`config.mk`:
```
export PLATFORM = sky130hd
export DESIGN_NAME = mmp_modexp_ctrl
export DESIGN_NICKNAME = d
export VERILOG_FILES = /design/src/rtl/mmp_modexp_ctrl.sv
export SDC_FILE = /design/constraint.sdc
export NUM_CORES = 1
export LEC_CHECK = 0
export ABC_CLOCK_PERIOD_IN_PS = 3200
export CAP_MARGIN = 20
export CORE_MARGIN = 3
export CORE_UTILIZATION = 51
export CTS_CLUSTER_DIAMETER = 60
export DETAILED_ROUTE_END_ITERATION = 12
export PLACE_DENSITY = 0.81
export SLEW_MARGIN = 10
export SYNTH_ARGS = -nofsm -noshare
export SYNTH_HDL_FRONTEND = slang
export SYNTH_SLANG_ARGS = --single-unit
```
`constraint.sdc`:
```
create_clock -name clk -period 3.2 [get_ports clk]
set_clock_uncertainty 0.05 [all_clocks]
set_input_delay 0.32 -clock clk [delete_from_list [all_inputs] [get_ports clk]]
set_output_delay 0.32 -clock clk [all_outputs]
set_load 0.1 [all_outputs]
```
`src/rtl/mmp_modexp_ctrl.sv`:
```
// Left-to-right square-and-multiply sequencer for RSA modexp: walks the exponent MSB-first,
// launching one IDDMM Montgomery multiply per state and selecting its operands and destination.
module mmp_modexp_ctrl #(
  parameter int K       = 128,
  parameter int N       = 32,
  parameter int EXP_MAX = N * K,
  parameter int LEN_W   = $clog2(EXP_MAX) + 1,
  parameter int ADDR_W  = $clog2(N)
) (
  input  logic              clk,
  input  logic              rst,
  input  logic              start,
  input  logic [LEN_W-1:0]  exp_len,
  output logic              busy,
  output logic              done,
  output logic              err,
  output logic              exp_rd_en,
  output logic [ADDR_W-1:0] exp_rd_addr,
  input  logic [K-1:0]      exp_rd_data,
  output logic              mm_req,
  input  logic              mm_done,
  output logic [2:0]        mm_x_sel,
  output logic [2:0]        mm_y_sel,
  output logic              mm_dst_sel
);

  localparam int KB = $clog2(K);
  localparam logic [LEN_W-1:0] EXP_MAX_V = LEN_W'(EXP_MAX);

  typedef enum logic [3:0] {
    S_IDLE, S_TOM, S_INIT, S_FETCH, S_LOAD, S_SQR, S_MUL, S_NEXT, S_FROM, S_FIN
  } state_t;

  state_t           state, state_nxt;
  logic [LEN_W-1:0] b, b_nxt;
  logic             len_zero, len_zero_nxt;
  logic             err_nxt;
  logic [K-1:0]     word;
  logic             issued;
  logic             op_state;

  always_ff @(posedge clk) begin
    if (rst) begin
      state    <= S_IDLE;
      b        <= '0;
      len_zero <= 1'b0;
      err      <= 1'b0;
      word     <= '0;
      issued   <= 1'b0;
    end else begin
      state    <= state_nxt;
      b        <= b_nxt;
      len_zero <= len_zero_nxt;
      err      <= err_nxt;
      // issued marks that mm_req already fired for the op state we remain in
      issued   <= op_state && (state_nxt == state);
      if (state == S_LOAD) word <= exp_rd_data;
    end
  end

  always_comb begin
    state_nxt    = state;
    b_nxt        = b;
    len_zero_nxt = len_zero;
    err_nxt      = 1'b0;
    op_state     = 1'b0;
    mm_x_sel     = 3'd0;
    mm_y_sel     = 3'd0;
    mm_dst_sel   = 1'b0;
    busy         = (state != S_IDLE);
    done         = 1'b0;
    exp_rd_en    = 1'b0;
    exp_rd_addr  = '0;
    case (state)
      S_IDLE: begin
        if (start) begin
          b_nxt        = exp_len - LEN_W'(1);
          len_zero_nxt = (exp_len == '0);
          if (exp_len > EXP_MAX_V) err_nxt = 1'b1;
          else                     state_nxt = S_TOM;
        end
      end
      S_TOM: begin
        op_state = 1'b1;
        mm_y_sel = 3'd1;
        if (mm_done) state_nxt = S_INIT;
      end
      S_INIT: begin
        op_state   = 1'b1;
        mm_x_sel   = 3'd1;
        mm_y_sel   = 3'd3;
        mm_dst_sel = 1'b1;
        if (mm_done) state_nxt = len_zero ? S_FROM : S_FETCH;
      end
      S_FETCH: begin
        exp_rd_en   = 1'b1;
        exp_rd_addr = ADDR_W'(b >> KB);
        state_nxt   = S_LOAD;
      end
      S_LOAD: state_nxt = S_SQR;
      S_SQR: begin
        op_state   = 1'b1;
        mm_x_sel   = 3'd2;
        mm_y_sel   = 3'd2;
        mm_dst_sel = 1'b1;
        if (mm_done) state_nxt = word[b[KB-1:0]] ? S_MUL : S_NEXT;
      end
      S_MUL: begin
        op_state   = 1'b1;
        mm_x_sel   = 3'd2;
        mm_y_sel   = 3'd4;
        mm_dst_sel = 1'b1;
        if (mm_done) state_nxt = S_NEXT;
      end
      S_NEXT: begin
        if (b == '0) begin
          state_nxt = S_FROM;
        end else begin
          b_nxt = b - LEN_W'(1);
          // crossing into the next lower word when the current bit index is 0
          state_nxt = (b[KB-1:0] == '0) ? S_FETCH : S_SQR;
        end
      end
      S_FROM: begin
        op_state   = 1'b1;
        mm_x_sel   = 3'd2;
        mm_y_sel   = 3'd3;
        mm_dst_sel = 1'b1;
        if (mm_done) state_nxt = S_FIN;
      end
      S_FIN: begin
        done      = 1'b1;
        state_nxt = S_IDLE;
      end
      default: state_nxt = S_IDLE;
    endcase
    mm_req = op_state && !issued;
  end

endmodule

```
# --- Word level (Yosys, flattened, before mapping) ---
# Index checks and enable logic that the tools add are counted.
classes:
  n_addsub: 2
  magnitude_cmp: 2
  n_eq_ne: 12
  muxes: 25
  bitwise: 2
  reduce_logical: 16
op_table:
  columns: ["cell", "n"]
  rows:
  - ["$mux 4", 9]
  - ["$pmux 4 s9", 1]
  - ["$logic_not 13->1", 2]
  - ["$mux 13", 2]
  - ["$pmux 13 s2", 1]
  - ["$sub 13x1->13 const B", 2]
  - ["$eq 4x3->1 const B", 4]
  - ["$gt 13x13->1 const B", 1]
  - ["$pmux 3 s4", 1]
  - ["$eq 4x2->1 const B", 2]
  - ["$eq 4x4->1 const B", 2]
  - ["$lt 7x8->1 const B", 1]
  - ["$bmux 1 s7", 1]
  - ["$logic_not 7->1", 1]
  - ["$mux 1", 7]
  - ["$reduce_or 3->1", 2]
  - ["$mux 5", 1]
  - ["$reduce_or 5->1", 1]
  - ["$eq 4x1->1 const B", 1]
  - ["$eq 4x4->1", 1]
  - ["$logic_not 4->1", 1]
  - ["$ne 2x2->1 const B", 2]
  - ["$pmux 2 s2", 1]
  - ["$reduce_bool 4->1", 1]
  - ["9 further kinds", 11]
totals:
  regBits: 148
  in_bits: 145
  output_inout_bits: 17

# --- Depth between registers and ports, before layout ---
logic_depth:
  word_depth: 7
  ltp_mapped: 12
  depth_no_buf: 9

# --- Least setup slack after synthesis ---
# OpenSTA, ideal clock, no wires.
synth_timing:
  path_type: "register to output"
  from: "reg state[1]"
  to: "out mm_dst_sel"
  arrival_time_ps: 3440
  t_required_ps: 2830
  setup_slack_ps: -610
  stages_incl_launch_ff: 5
  path_buffers: 1
  path_cell_list: "dfxtp_1 -> clkbuf_1 -> nand2b_1 -> nor3_1 -> or2_2"
synth_between:
  elab_chain_cells: 3
  elab_cells_between_ends: 6
  cone_classes: "eq/ne: 4; mux: 1; reduce/logical: 1"
synth_lines:
  columns: ["element", "line_no", "text"]
  rows:
  - ["start, declared", "34", "state_t state, state_nxt;"]
  - ["start signal, assigned", "51", "state <= state_nxt;"]
  - ["$eq 4x4->1 (tied with other cells)", "74", "case (state)"]
  - ["$reduce_or 4->1 (no source line) (*)", null, null]
  - ["$mux 1 (*)", "74", null]
  - ["end, declared", "24", "output logic mm_dst_sel"]
# Every way passes the cells marked *; elsewhere a longest branch is shown, timed or not.

# --- Worst setup path in the final report ---
layout_timing:
  from: "reg b[0]"
  to: "reg state[0]"
layout_between:
  elab_chain_cells: 5
  elab_cells_between_ends: 7
  cone_classes: "mux: 6; reduce/logical: 1"
layout_lines:
  columns: ["element", "line_no", "text"]
  rows:
  - ["start, declared", "35", "logic [LEN_W-1:0] b, b_nxt;"]
  - ["start signal, assigned", "52", "b <= b_nxt;"]
  - ["$bmux 1 s7", "106", "if (mm_done) state_nxt = word[b[KB-1:0]] ? S_MUL : S_NEXT;"]
  - ["$mux 1 (not written as such)", "106", null]
  - ["$mux 1", "106", null]
  - ["$mux 4", "106", null]
  - ["$pmux 4 s9 (*)", "74", null]
# Every way passes the cells marked *; elsewhere a longest branch is shown, timed or not. The select of a mux whose other input is x is not followed.
# A chain may end at the register's enable or synchronous reset.

==> flow_metrics.tcl <==
set metrics [dict create \
    outcome "finished, final reports clean" \
    clockPowerShare 0.424 \
    cts_made_buffers 17 \
    synth_seq_cells 148 \
    power.leakage_nw 3.30 \
    clk_pin_slew_ns 0.06 \
    worstPathArrival_ns 3.20 \
    crit_required_ns 3.49 \
    place_congestion 0.938 \
    portBuffers 160 \
    viasPerCell 5.77 \
    relSlewSlack 0.355 \
    pwr-share-seq 0.429 \
    final_util 0.707 \
    netlist_area_um2 7200 \
    synth_area_per_cell_um2 7.87 \
    r2r_cells 8 \
    grt_pass1_vias 6960 \
    core_area_um2 13500 \
    intPower_mw 3.37 \
    clkSinkCount 148 \
    wl_per_cell_um 16.6 \
    hold_violations 0 \
    setup_viol 0 \
    slowest_stage "mux4_1" \
    gr-total-overflow 0 \
    grt_max_degree 131 \
    synth_seq_area_share 0.412 \
    p_comb_frac 0.148 \
    htreeDepth 4 \
    netSwitchingPower_mw 1.12 \
    rr_startpoint "b[0]" \
    wl_um 20500 \
    first_pass_iters 5 \
    hold_path_class "input pin to flip-flop" \
    synth_edf_count 0 \
    report.final.slew_viol_count 0 \
    reg2reg_to "state[0]" \
    tns_ns 0 \
    final_layout_size_suffix_gt1_frac 0.0955 \
    period_share 0.910 \
    instances_no_fill 1234 \
    nets 1195 \
    cts_setup_buffers 0 \
    synth_ff_type "dfxtp_1" \
    cp-startpoint "b[0]" \
    setup_ws_ns 0.287 \
    critPathMaxFanout 16 \
    dpl_cell_area_um2 8990 \
    die_x_um 125 \
    syn_inst 914 \
    grt_pass1_wl_um 33600 \
    clk_latency_ns 0.42 \
    powerDensity_nw_per_um2 470 \
    cts-root-buf "clkbuf_16" \
    end_kind "flip-flop" \
    cts_resized 0 \
    place_ws_ns 0.307 \
    antenna_found_initial 0 \
    cp-start-kind "flip-flop" \
    drtAntennaViolNets 0 \
    reg2reg_setup_slack_ns 0.29 \
    crit_chain "buf_4, mux4_1, mux2i_1, nand2_1, a21oi_1, and4b_1, or4_1, a211oi_1" \
    tritoncts "done" \
    vias 7126 \
    yosysUniqueCellTypes 57 \
    rsz0062_at_grt "no" \
    fin_area_um2 9540 \
    async_reset_ff_frac 0 \
    hold_slack_ns 0.205 \
    diodes 0 \
    power_mw 4.48 \
    holdBufCountCts 0 \
    switching_share 0.249 \
    path_class "flip-flop to flip-flop" \
    track_usage 0.261 \
    hpwlAfterDp_um 14400 \
    initial_core_util 0.533 \
    grt_busiest_layer "met2" \
    dieArea_um2 15600 \
    die_h_um 125 \
    synth_warnings 0 \
    synth_nets 1060 \
    dp.cells 1206 \
    maxCapViolCount 0 \
    fmax_mhz 343 \
    syn_to_final_growth_pct 32.6 \
    rows 42 \
    dr.first_iter.drc_count 622 \
    route.detailed.drc 0 \
    clk_path_buf_depth 2 \
    met2_usage 0.416 \
    met1_usage 0.341 \
    endpoint "state[0]" \
    cp_slowest_stage_delay_ns 0.58 \
    met3_usage 0.0545 \
    irDropWorstVdd_uv 349 \
    pin_count 162 \
    period_needed_ns 2.91 \
    tightestPinTransition_ns 0.965 \
]
==> state kept, by name, summed over array words and instances (netlist names) <==
signal	flops
b	13
err	1
issued	1
len_zero	1
state	4
word	128
==> routing by layer <==
| layer | vias up | share of wire |
|---|---|---|
| met1 | 3314 | 0.43 |
| met3 | 58 | 0.072 |
| met2 | 307 | 0.47 |
| met5 | - | 0 |
| li1 | 3447 | - |
| met4 | 0 | 0.030 |
==> synthesized netlist by cell type, drive strengths merged, types with 5 or more instances <==
library cell	n	area [µm²]
buf	17	88.8
nand2	281	1050
nand2b	11	68.8
nor2b	12	75.1
clkbuf	59	221
nor2	38	143
dfxtp	148	2960
or4	5	45.0
mux4	26	623
nand3	7	35.0
a31oi	8	50.1
o21ai	25	125
nor4	10	62.6
nor3	17	85.1
a21oi	151	756
a211oi	7	52.6
and3	5	31.3
mux2i	15	150
and2	8	50.1
==> layout make-up <==
cell class / instances / area, µm²
clock buffer: 23 / 468
clock inverter: 5 / 78.8
fill: 1087 / 3960
inverter: 4 / 15.0
multi-input combinational: 686 / 3930
sequential: 148 / 2960
tap: 176 / 220
timing repair buffer: 192 / 1860
==> power by group through the flow <==
stage                     logic [mW]  registers [mW]  clock network (mW)
after floorplan                0.370            1.94                   0
after global placement         0.647            1.96                   0
after detailed placement       0.652            1.96                   0
after CTS                      0.658            1.92                1.91
after global routing           0.711            1.93                1.98
final                          0.663            1.92                1.90
==> cells by family (layout without fill, tap and decap cells) <==
family | count (synthesis) | after routing | share of synthesized area
flip-flops | 148 | 148 | 0.412
multiplexers | 43 | 43 | 0.111
other | 1 | 1 | 0.000521
AO/OA/AOI/OAI | 227 | 227 | 0.179
buffers and inverters | 80 | 224 | 0.0452
adder cells (fa/ha/maj) | 1 | 1 | 0.00174
AND/OR/NAND/NOR | 412 | 412 | 0.249
XOR/XNOR | 2 | 2 | 0.00243
==> how the worst min path moves through the flow <==
stage          cells past startpoint      start         to
2_1_floorplan                      1        rst   state[2]
3_3_place_gp                       2   word[53]   word[53]
3_5_place_dp                       2  word[118]  word[118]
4_1_cts                            2        rst       b[7]
5_1_grt                            2        rst   len_zero
6_report                           2        rst   len_zero
==> cells in the final DEF (no fill, tap or decap), drive strengths merged, types with 3 or more instances in the layout <==
cell | netlist | layout
nand3b | 3 | 3
nor4 | 10 | 10
nor3 | 17 | 17
or4 | 5 | 5
buf | 17 | 48
clkinv | 0 | 3
nor3b | 3 | 3
clkbuf | 59 | 23
a22oi | 4 | 4
and4b | 3 | 3
and3 | 5 | 5
inv | 4 | 4
mux2i | 15 | 15
nand3 | 7 | 7
nand2b | 11 | 11
clkdlybuf4s50 | 0 | 144
dfxtp | 148 | 148
o21ai | 25 | 25
o22ai | 3 | 3
a311oi | 3 | 3
mux4 | 26 | 26
nor2b | 12 | 12
nor2 | 38 | 38
a31oi | 8 | 8
a2111oi | 4 | 4
a21oi | 151 | 151
a211oi | 7 | 7
and2 | 8 | 8
nand2 | 281 | 281
==> worst max-delay path: cells and delay by family (launching register included) <==
family	cells	cell delay [ns]
flops	1	0.52
compound gates	2	0.37
mux	2	0.76
buf+inv	1	0.31
simple gates	3	0.81
(Power assumes the default switching activity.)
